### config.mk
export PLATFORM = sky130hd
export DESIGN_NAME = counter_chain_param
export DESIGN_NICKNAME = d
export VERILOG_FILES = /design/src/rtl/counter_chain_param.sv
export SDC_FILE = /design/constraint.sdc
export NUM_CORES = 1
export LEC_CHECK = 0
export BUFFER_PORTS_ARGS = -buffer_cell sky130_fd_sc_hd__buf_2
export CAP_MARGIN = 0
export CORE_MARGIN = 2
export CORE_UTILIZATION = 30
export DETAILED_ROUTE_END_ITERATION = 6
export GPL_TIMING_DRIVEN = 0
export PLACE_DENSITY = 0.57
export RECOVER_POWER = 50
export SYNTH_ARGS = -nofsm -noshare
export SYNTH_HDL_FRONTEND = slang
export SYNTH_SLANG_ARGS = --single-unit
### constraint.sdc
create_clock -name cp_clk -period 4.3 [get_ports cp_clk]
set_input_delay 0.215 -clock cp_clk [delete_from_list [all_inputs] [get_ports cp_clk]]
set_output_delay 0.215 -clock cp_clk [all_outputs]
set_load 0.1 [all_outputs]
### src/rtl/counter_chain_param.sv
// counter_chain_param
//   Parameterised up/down/step/load counter. The counter is built from NS slices
//   of SLICE bits each, and it reports the carry-out or borrow-out of every slice.
//   Wrap or saturate behaviour is selectable on each cycle.
//   Every output is registered, so results appear one cycle after the sampling edge.
//
// Ports
//   cp_clk    : rising-edge clock
//   cp_reset  : synchronous active-high reset; overrides every other input
//   cp_enable : 1 = perform the operation selected by cp_mode; 0 = hold
//   cp_mode   : 00 up by 1, 01 down by 1, 10 down by cp_step, 11 load cp_D
//   cp_D      : load value (mode 11)
//   cp_step   : step for mode 10, zero-extended to WIDTH
//   cp_sat    : 1 = saturate at the bounds, 0 = wrap modulo 2^WIDTH
//   cp_term   : terminal-count compare value
//   cp_Q      : registered count
//   cp_rco    : per-slice carry/borrow-out pulses
//   cp_load   : load-indicator pulses (all ones after a load)
//   cp_ovf    : wrap/saturation pulse
//   cp_tc     : cp_Q equals the cp_term value sampled at the same edge
module counter_chain_param #(
  parameter int unsigned WIDTH  = 32,
  parameter int unsigned SLICE  = 4,
  parameter int unsigned STEP_W = 4
) (
  input  logic                      cp_clk,
  input  logic                      cp_reset,
  input  logic                      cp_enable,
  input  logic [1:0]                cp_mode,
  input  logic [WIDTH-1:0]          cp_D,
  input  logic [STEP_W-1:0]         cp_step,
  input  logic                      cp_sat,
  input  logic [WIDTH-1:0]          cp_term,
  output logic [WIDTH-1:0]          cp_Q,
  output logic [WIDTH/SLICE-1:0]    cp_rco,
  output logic [WIDTH/SLICE-1:0]    cp_load,
  output logic                      cp_ovf,
  output logic                      cp_tc
);

  localparam int unsigned NS = WIDTH / SLICE;

  typedef enum logic [1:0] {
    MODE_UP      = 2'b00,
    MODE_DN      = 2'b01,
    MODE_DN_STEP = 2'b10,
    MODE_LOAD    = 2'b11
  } mode_e;

  mode_e mode;
  assign mode = mode_e'(cp_mode);

  logic [WIDTH-1:0] q_q,    q_d;
  logic [NS-1:0]    rco_q,  rco_d;
  logic [NS-1:0]    load_q, load_d;
  logic             ovf_q,  ovf_d;
  logic             tc_q,   tc_d;

  logic [WIDTH:0]   opa, opb, res;
  logic [NS-1:0]    slice_c;

  // One WIDTH+1-bit add/subtract. Bit WIDTH is the word carry or borrow.
  always_comb begin
    opa = {1'b0, q_q};
    opb = '0;
    unique case (mode)
      MODE_UP, MODE_DN: opb = (WIDTH+1)'(1);
      MODE_DN_STEP:     opb[STEP_W-1:0] = cp_step;
      default:          opb = '0;
    endcase
    res = (mode == MODE_UP) ? (opa + opb) : (opa - opb);
  end

  // The carry (or borrow) into bit k is res[k] ^ opa[k] ^ opb[k].
  // The carry-out of slice i is therefore the carry into bit (i+1)*SLICE.
  always_comb begin
    slice_c = '0;
    for (int unsigned i = 0; i < NS; i++) begin
      slice_c[i] = res[(i+1)*SLICE] ^ opa[(i+1)*SLICE] ^ opb[(i+1)*SLICE];
    end
  end

  always_comb begin
    q_d    = q_q;
    rco_d  = '0;
    load_d = '0;
    ovf_d  = 1'b0;
    if (cp_reset) begin
      q_d = '0;
    end else if (cp_enable) begin
      if (mode == MODE_LOAD) begin
        q_d    = cp_D;
        load_d = '1;
      end else if (res[WIDTH]) begin
        ovf_d = 1'b1;
        if (cp_sat) begin
          q_d = (mode == MODE_UP) ? '1 : '0;
        end else begin
          q_d   = res[WIDTH-1:0];
          rco_d = slice_c;
        end
      end else begin
        q_d   = res[WIDTH-1:0];
        rco_d = slice_c;
      end
    end
    tc_d = !cp_reset && (q_d == cp_term);
  end

  always_ff @(posedge cp_clk) begin
    if (cp_reset) begin
      q_q    <= '0;
      rco_q  <= '0;
      load_q <= '0;
      ovf_q  <= 1'b0;
      tc_q   <= 1'b0;
    end else begin
      q_q    <= q_d;
      rco_q  <= rco_d;
      load_q <= load_d;
      ovf_q  <= ovf_d;
      tc_q   <= tc_d;
    end
  end

  assign cp_Q    = q_q;
  assign cp_rco  = rco_q;
  assign cp_load = load_q;
  assign cp_ovf  = ovf_q;
  assign cp_tc   = tc_q;

endmodule

==> run_summary.xml, run 1 <==
<?xml version="1.0" encoding="UTF-8"?>
<metrics>
  <group name="outcome">
    <metric name="outcome" unit="">complete, but fails checks</metric>
    <metric name="violations" unit="">negative setup slack</metric>
  </group>
  <group name="die">
    <metric name="floorplan.die_area" unit="sq um">18500</metric>
    <metric name="starting_utilization_of_the_core_area" unit="%">30.5</metric>
    <metric name="die_height" unit="um">136</metric>
    <metric name="coreArea" unit="sq um">17200</metric>
    <metric name="ios" unit="">124</metric>
    <metric name="core.rowCount" unit="">48</metric>
    <metric name="die_x" unit="um">136</metric>
  </group>
  <group name="worst_setup_path">
    <metric name="setup.worst_path.class" unit="">in2reg</metric>
    <metric name="cp.required" unit="ps">4520</metric>
    <metric name="critical_path.endpoint_type" unit="">flip-flop</metric>
    <metric name="critical_path.startpoint_type" unit="">input pin</metric>
    <metric name="critical_path_data_arrival_time" unit="ps">4660</metric>
    <metric name="timing.critical_path.fanout_max" unit="">10</metric>
  </group>
  <group name="synthesis">
    <metric name="synthesis.area" unit="sq um">5230</metric>
    <metric name="seq_area_frac_synth" unit="%">16.4</metric>
    <metric name="synth_nets" unit="">838</metric>
    <metric name="synth.avg_cell_area" unit="sq um">7.19</metric>
    <metric name="synth_top_area_share" unit="%">16.4</metric>
    <metric name="yosys_warnings" unit="">0</metric>
    <metric name="synth_edf_count" unit="">0</metric>
    <metric name="number_of_synthesized_register_bits" unit="">43</metric>
    <metric name="yosysUniqueCellTypes" unit="">86</metric>
    <metric name="dominant_cells_by_area_after_synthesis" unit="">dfxtp_1, ha_1, nand2_1</metric>
    <metric name="synth-async-reset-ratio" unit="%">0</metric>
    <metric name="synth_area_leader_cell" unit="">dfxtp_1</metric>
    <metric name="netlist_instances" unit="">728</metric>
    <metric name="main_synth_ff_type" unit="">dfxtp_1</metric>
  </group>
  <group name="cts">
    <metric name="cts_num_sinks" unit="">43</metric>
    <metric name="h_tree_depth_reported_by_cts" unit="">2</metric>
    <metric name="hold_buffers" unit="">0</metric>
    <metric name="cts-root-to-sink-buffers" unit="">2</metric>
    <metric name="clock_latency" unit="ps">310</metric>
    <metric name="cts_root_buffer" unit="">clkbuf_16</metric>
    <metric name="inserted_clock_buffers" unit="">5</metric>
    <metric name="path_clk_slew" unit="ps">80</metric>
    <metric name="tritoncts" unit="">done</metric>
  </group>
  <group name="route">
    <metric name="routed_via_density" unit="">5.97</metric>
    <metric name="ant_nets" unit="">0</metric>
    <metric name="total_wire_length" unit="um">25600</metric>
    <metric name="drt_iter0_markers" unit="">750</metric>
    <metric name="dr.pass1.iters" unit="">5</metric>
    <metric name="num_vias" unit="">6622</metric>
    <metric name="post-route-drc-count" unit="">0</metric>
    <metric name="drt-wirelength-per-cell" unit="um">23.1</metric>
  </group>
  <group name="placed_design">
    <metric name="dpl_cell_area" unit="sq um">6130</metric>
    <metric name="place_congestion" unit="">0.999</metric>
    <metric name="place.detailed.instances" unit="">1075</metric>
    <metric name="numPortBuffers" unit="">122</metric>
    <metric name="dp.final_hpwl" unit="um">20000</metric>
  </group>
  <group name="sta">
    <metric name="layout_setup_ws" unit="ps">-131</metric>
    <metric name="setup_viol" unit="">1</metric>
    <metric name="timing.fmax" unit="MHz">226</metric>
    <metric name="report.final.hold_viol_count" unit="">0</metric>
    <metric name="tightestPinTransition" unit="ps">1200</metric>
    <metric name="grt_setup_unrepaired" unit="">true</metric>
    <metric name="worst_slew_margin_rel" unit="%">20.6</metric>
    <metric name="final.period_utilization" unit="%">103</metric>
    <metric name="drv_slew" unit="">0</metric>
    <metric name="finalClockSkew" unit="ps">6.41</metric>
    <metric name="period_needed" unit="ps">4430</metric>
  </group>
  <group name="min_path">
    <metric name="min-delay-path-class" unit="">in2reg</metric>
  </group>
  <group name="grt">
    <metric name="maximum_number_of_pins_on_one_net_before_global_route_repair" unit="">17</metric>
    <metric name="wire_length_of_the_first_global_routing_pass" unit="um">36900</metric>
    <metric name="grt_pass1_vias" unit="">6118</metric>
    <metric name="grt_antenna_before_repair" unit="">0</metric>
    <metric name="grt_overflow" unit="">0</metric>
    <metric name="gr-usage-all-layers" unit="%">26.9</metric>
  </group>
  <group name="finish">
    <metric name="mostFrequentLayoutCell" unit="">buf_2</metric>
    <metric name="finish.instance_area" unit="sq um">6910</metric>
    <metric name="num-nets-final" unit="">993</metric>
    <metric name="layout.cells.non_filler" unit="">1109</metric>
    <metric name="post_route_cells_drive_above_1_share" unit="%">24.5</metric>
    <metric name="finish.utilization" unit="%">40.2</metric>
    <metric name="layout_common_cells" unit="">buf_2, nand2_1, nor2_1</metric>
    <metric name="syn_to_final_growth" unit="%">32.1</metric>
    <metric name="antennaDiodeCount" unit="">0</metric>
  </group>
  <group name="pwr">
    <metric name="worst_ir_drop_vdd" unit="V">0.000183</metric>
    <metric name="power_per_cell_area" unit="nW/um^2">411</metric>
    <metric name="power.leakage" unit="uW">0.00281</metric>
  </group>
  <group name="job">
    <metric name="max-cap-violations" unit="">0</metric>
  </group>
</metrics>
==> routing by layer <==
metal	share of wire (%)	global-route usage [%]
met1	41	34.9
met2	44	41.5
met3	9.4	5.63
met4	5.7	14.9
met5	0	0
==> critical path, cell delays in order <==
cell and delay (ps):
buf_4 170, clkbuf_16 180, nor2_4 110, nand2_2 80, ha_4 180, and3_1 180
o21ai_0 150, o21ai_1 110, ha_1 380, nand3_4 120, a211oi_4 330, o31ai_4 160
a211o_2 400, o2111a_2 210, buf_4 170, a2111oi_1 400, a211o_1 210, xnor2_1 140
nor4bb_4 470, nand3_1 150, nor4_2 140
==> path summary, 6_finish.rpt <==
kind,from,end,slack (ps),depth (start not counted)
worst max-delay path,cp_mode[0],cp_tc,-130,21
worst min-delay path,cp_D[6],cp_Q[6],200,3
worst max register to register,cp_Q[0],cp_tc,310,14
worst min register to register,cp_Q[25],cp_Q[25],570,2
==> cell type report <==
class	instances	area (sq um)
Tap cell	225	282
Clock buffer	5	125
Timing Repair inverter	1	6.26
Multi-Input combinational cell	615	4470
Sequential cell	43	861
Clock inverter	3	26.3
Timing Repair Buffer	150	776
Inverter	27	115
Buffer	40	251
Fill cell	1894	10300
==> where the power goes <==
| part | internal (uW) | switching, uW |
|---|---|---|
| Combinational | 606 | 1280 |
| Sequential | 446 | 80.6 |
| Clock | 222 | 205 |
| Total | 1270 | 1570 |
==> cells in the mapped netlist, types with 15 or more instances <==
| library cell | n |
|---|---|
| a21oi_1 | 49 |
| o21bai_1 | 15 |
| a31oi_1 | 16 |
| o21ai_0 | 23 |
| nand3_1 | 26 |
| xnor2_1 | 23 |
| xor2_1 | 19 |
| nor3_1 | 31 |
| nand2_1 | 79 |
| ha_1 | 35 |
| clkbuf_1 | 21 |
| dfxtp_1 | 43 |
| nor2_1 | 76 |
| inv_1 | 27 |
==> flip-flops by register name, summed over array words and instances, names as in the netlist <==
| signal | flops |
|---|---|
| cp_ovf | 1 |
| cp_rco | 8 |
| cp_load | 1 |
| cp_Q | 32 |
| cp_tc | 1 |
==> per-stage QoR <==
stage / setup WS, ps / hold WS, ps / total power [uW] / setup TNS (ps)
finish: -131 / 197 / 2840 / -131
global route: -186 / 226 / 2970 / -186
CTS: 0.400 / 196 / 2760 / 0
detailed placement: -1950 / 497 / 2190 / -23090
global placement: -2040 / 503 / 2200 / -25700
floorplan: 83.2 / 294 / 1740 / 0
==> kinds of logic after synthesis <==
| kind of cell | synth area share, % |
|---|---|
| AND/OR/NAND/NOR | 26.1 |
| AO/OA/AOI/OAI | 34.5 |
| buffers and inverters | 6.10 |
| flip-flops | 16.4 |
| XOR/XNOR | 7.03 |
| adder cells (fa/ha/maj) | 9.16 |
| multiplexers | 0.622 |
==> what timing repair did <==
action,4_1_cts,5_1_grt
endpoints found under the setup margin,34,1
cloned,1,0
pin swaps,35,16
gates resized for setup,79,17
buffers inserted,23,5
No activity file was read; power rests on OpenSTA's default activity.
==> run 2, diff against run 1 <==
GPL_TIMING_DRIVEN = 1   (was 0)
==> run 2 against run 1 <==
The flow now finishes without violations. Power up 13%. Worst hold slack about the same. Sequential power about the same. Setup slack better by 220 ps. Sequential share of layout area down 1.4 points. Utilization up 5.0 points.
==> run_summary.xml, run 2 (synthesized netlist as in run 1, its figures left out) <==
<?xml version="1.0" encoding="UTF-8"?>
<metrics>
  <group name="grt">
    <metric name="maximum_number_of_pins_on_one_net_before_global_route_repair" unit="">33</metric>
    <metric name="gr-usage-all-layers" unit="%">27.2</metric>
    <metric name="wire_length_of_the_first_global_routing_pass" unit="um">37400</metric>
    <metric name="grt_antenna_before_repair" unit="">2</metric>
    <metric name="grt_overflow" unit="">0</metric>
    <metric name="grt_pass1_vias" unit="">6493</metric>
  </group>
  <group name="worst_setup_path">
    <metric name="cp.required" unit="ps">4530</metric>
    <metric name="worstPathCellList" unit="">buf_2 -&gt; or3_1 -&gt; a21oi_2 -&gt; ha_2 -&gt; nor2_4 -&gt; ha_1 -&gt; buf_4 -&gt; nand2_1 -&gt; o21ai_1 -&gt; a211oi_2 -&gt; o211ai_1 -&gt; o2111a_2 -&gt; buf_4 -&gt; a2111oi_2 -&gt; a211o_1 -&gt; xnor2_2 -&gt; nor4bb_4 -&gt; nand3_1 -&gt; nor4_2</metric>
    <metric name="critical_path.slowest_cell" unit="">or3_1</metric>
    <metric name="rrSetupSlack" unit="ps">450</metric>
    <metric name="cp_common_cell" unit="">buf_4</metric>
    <metric name="critical_path_data_arrival_time" unit="ps">4440</metric>
    <metric name="crit_path_max_incr_delay" unit="ps">380</metric>
    <metric name="critical_path.endpoint_type" unit="">flip-flop</metric>
    <metric name="setup.worst_path.class" unit="">in2reg</metric>
    <metric name="timing.critical_path.fanout_max" unit="">7</metric>
    <metric name="critical_path.startpoint_type" unit="">input pin</metric>
  </group>
  <group name="pwr">
    <metric name="total_power_consumption_of_the_routed_design" unit="uW">3200</metric>
    <metric name="worst_ir_drop_vdd" unit="V">0.000194</metric>
    <metric name="power_per_cell_area" unit="nW/um^2">412</metric>
    <metric name="power.leakage" unit="uW">0.00340</metric>
  </group>
  <group name="sta">
    <metric name="finalClockSkew" unit="ps">11.0</metric>
    <metric name="final.period_utilization" unit="%">97.9</metric>
    <metric name="period_needed" unit="ps">4210</metric>
    <metric name="setup_viol" unit="">0</metric>
    <metric name="tightestPinTransition" unit="ps">1190</metric>
    <metric name="report.final.hold_viol_count" unit="">0</metric>
    <metric name="timing.fmax" unit="MHz">238</metric>
    <metric name="drv_slew" unit="">0</metric>
    <metric name="layout_setup_ws" unit="ps">92.2</metric>
    <metric name="worst_slew_margin_rel" unit="%">21.0</metric>
  </group>
  <group name="die">
    <metric name="starting_utilization_of_the_core_area" unit="%">30.5</metric>
    <metric name="coreArea" unit="sq um">17200</metric>
    <metric name="die_x" unit="um">136</metric>
    <metric name="ios" unit="">124</metric>
    <metric name="die_height" unit="um">136</metric>
    <metric name="core.rowCount" unit="">48</metric>
    <metric name="floorplan.die_area" unit="sq um">18500</metric>
  </group>
  <group name="finish">
    <metric name="mostFrequentLayoutCell" unit="">buf_4</metric>
    <metric name="layout_common_cells" unit="">buf_4, buf_2, nand2_1</metric>
    <metric name="num-nets-final" unit="">1103</metric>
    <metric name="post_route_cells_drive_above_1_share" unit="%">35.2</metric>
    <metric name="syn_to_final_growth" unit="%">48.5</metric>
    <metric name="largest_register_ffs" unit="">32</metric>
  </group>
  <group name="job">
    <metric name="max-cap-violations" unit="">0</metric>
  </group>
  <group name="cts">
    <metric name="h_tree_depth_reported_by_cts" unit="">2</metric>
    <metric name="cts-root-to-sink-buffers" unit="">2</metric>
    <metric name="cts_num_sinks" unit="">43</metric>
    <metric name="tritoncts" unit="">done</metric>
    <metric name="inserted_clock_buffers" unit="">5</metric>
    <metric name="cts_root_buffer" unit="">clkbuf_16</metric>
    <metric name="hold_buffers" unit="">0</metric>
    <metric name="clock_latency" unit="ps">310</metric>
    <metric name="path_clk_slew" unit="ps">80</metric>
  </group>
  <group name="placed_design">
    <metric name="place_congestion" unit="">0.968</metric>
    <metric name="numPortBuffers" unit="">123</metric>
    <metric name="place_worst_setup_slack" unit="ps">-458</metric>
    <metric name="dp.final_hpwl" unit="um">21200</metric>
  </group>
  <group name="route">
    <metric name="num_vias" unit="">7034</metric>
    <metric name="post-route-drc-count" unit="">0</metric>
    <metric name="routed_via_density" unit="">5.76</metric>
    <metric name="ant_nets" unit="">0</metric>
    <metric name="dr.pass1.iters" unit="">7</metric>
    <metric name="drt-wirelength-per-cell" unit="um">21.5</metric>
    <metric name="drt_iter0_markers" unit="">588</metric>
    <metric name="total_wire_length" unit="um">26300</metric>
  </group>
  <group name="outcome">
    <metric name="outcome" unit="">finished clean</metric>
  </group>
  <group name="min_path">
    <metric name="min-delay-path-class" unit="">in2reg</metric>
  </group>
</metrics>
run 2: layout make-up:
class	count	area (sq um)
Timing Repair Buffer	301	1930
Fill cell	1811	9400
Tap cell	225	282
Inverter	27	104
Clock buffer	5	125
Antenna cell	2	5.00
Sequential cell	43	861
Clock inverter	3	26.3
Multi-Input combinational cell	615	4440
run 2: final timing paths:
check | start | to | depth (start not counted)
max | cp_step[2] | cp_tc | 19
min | cp_D[2] | cp_Q[2] | 3
max reg2reg | cp_Q[0] | cp_tc | 14
min reg2reg | cp_Q[25] | cp_Q[25] | 2
run 2: where the power goes:
group / total, uW / switching, uW / leakage (uW) / internal, uW
combinational: 2240 / 1370 / 0.00297 / 869
sequential: 523 / 76.9 / 0.000355 / 446
clock: 433 / 211 / 0.0000748 / 222
total: 3200 / 1660 / 0.00340 / 1540
run 2: timing repair:
| action | 4_1_cts | 5_1_grt |
|---|---|---|
| resized for setup | 2 | 79 |
| setup buffers | 1 | 18 |
| setup endpoints to repair | 1 | 3 |
| pin swaps | 1 | 43 |
run 2: worst max-delay path: cells and delay by family:
| kind | cells | cell delay (ps) |
|---|---|---|
| AOI/OAI and AO/OA | 7 | 1800 |
| and+or+nand+nor | 6 | 1270 |
| adders and majority gates | 2 | 520 |
| buffers and inverters | 3 | 420 |
| xor gates and xnor gates | 1 | 180 |
run 2: through the flow:
step                      std cells  util (%)  hold WS (ps)  instance area [sq um]  TNS (ps)
after floorplan                 728         -           294                   5230         0
after global placement         1193      41.6           525                   7140      -374
after detailed placement       1193      41.6           515                   7140      -546
after CTS                      1202      42.5           187                   7310         0
after global routing           1219      45.2           217                   7770     -76.9
final                          1221      45.3           197                   7770         0
run 2: routing by layer:
layer / share of wire (%) / up-vias / global-route usage (%)
met5: 0 / - / 0
met4: 5.2 / 0 / 14.1
met3: 9.2 / 88 / 7.27
met2: 44 / 394 / 41.4
met1: 42 / 3284 / 35.0
li1: - / 3268 / -
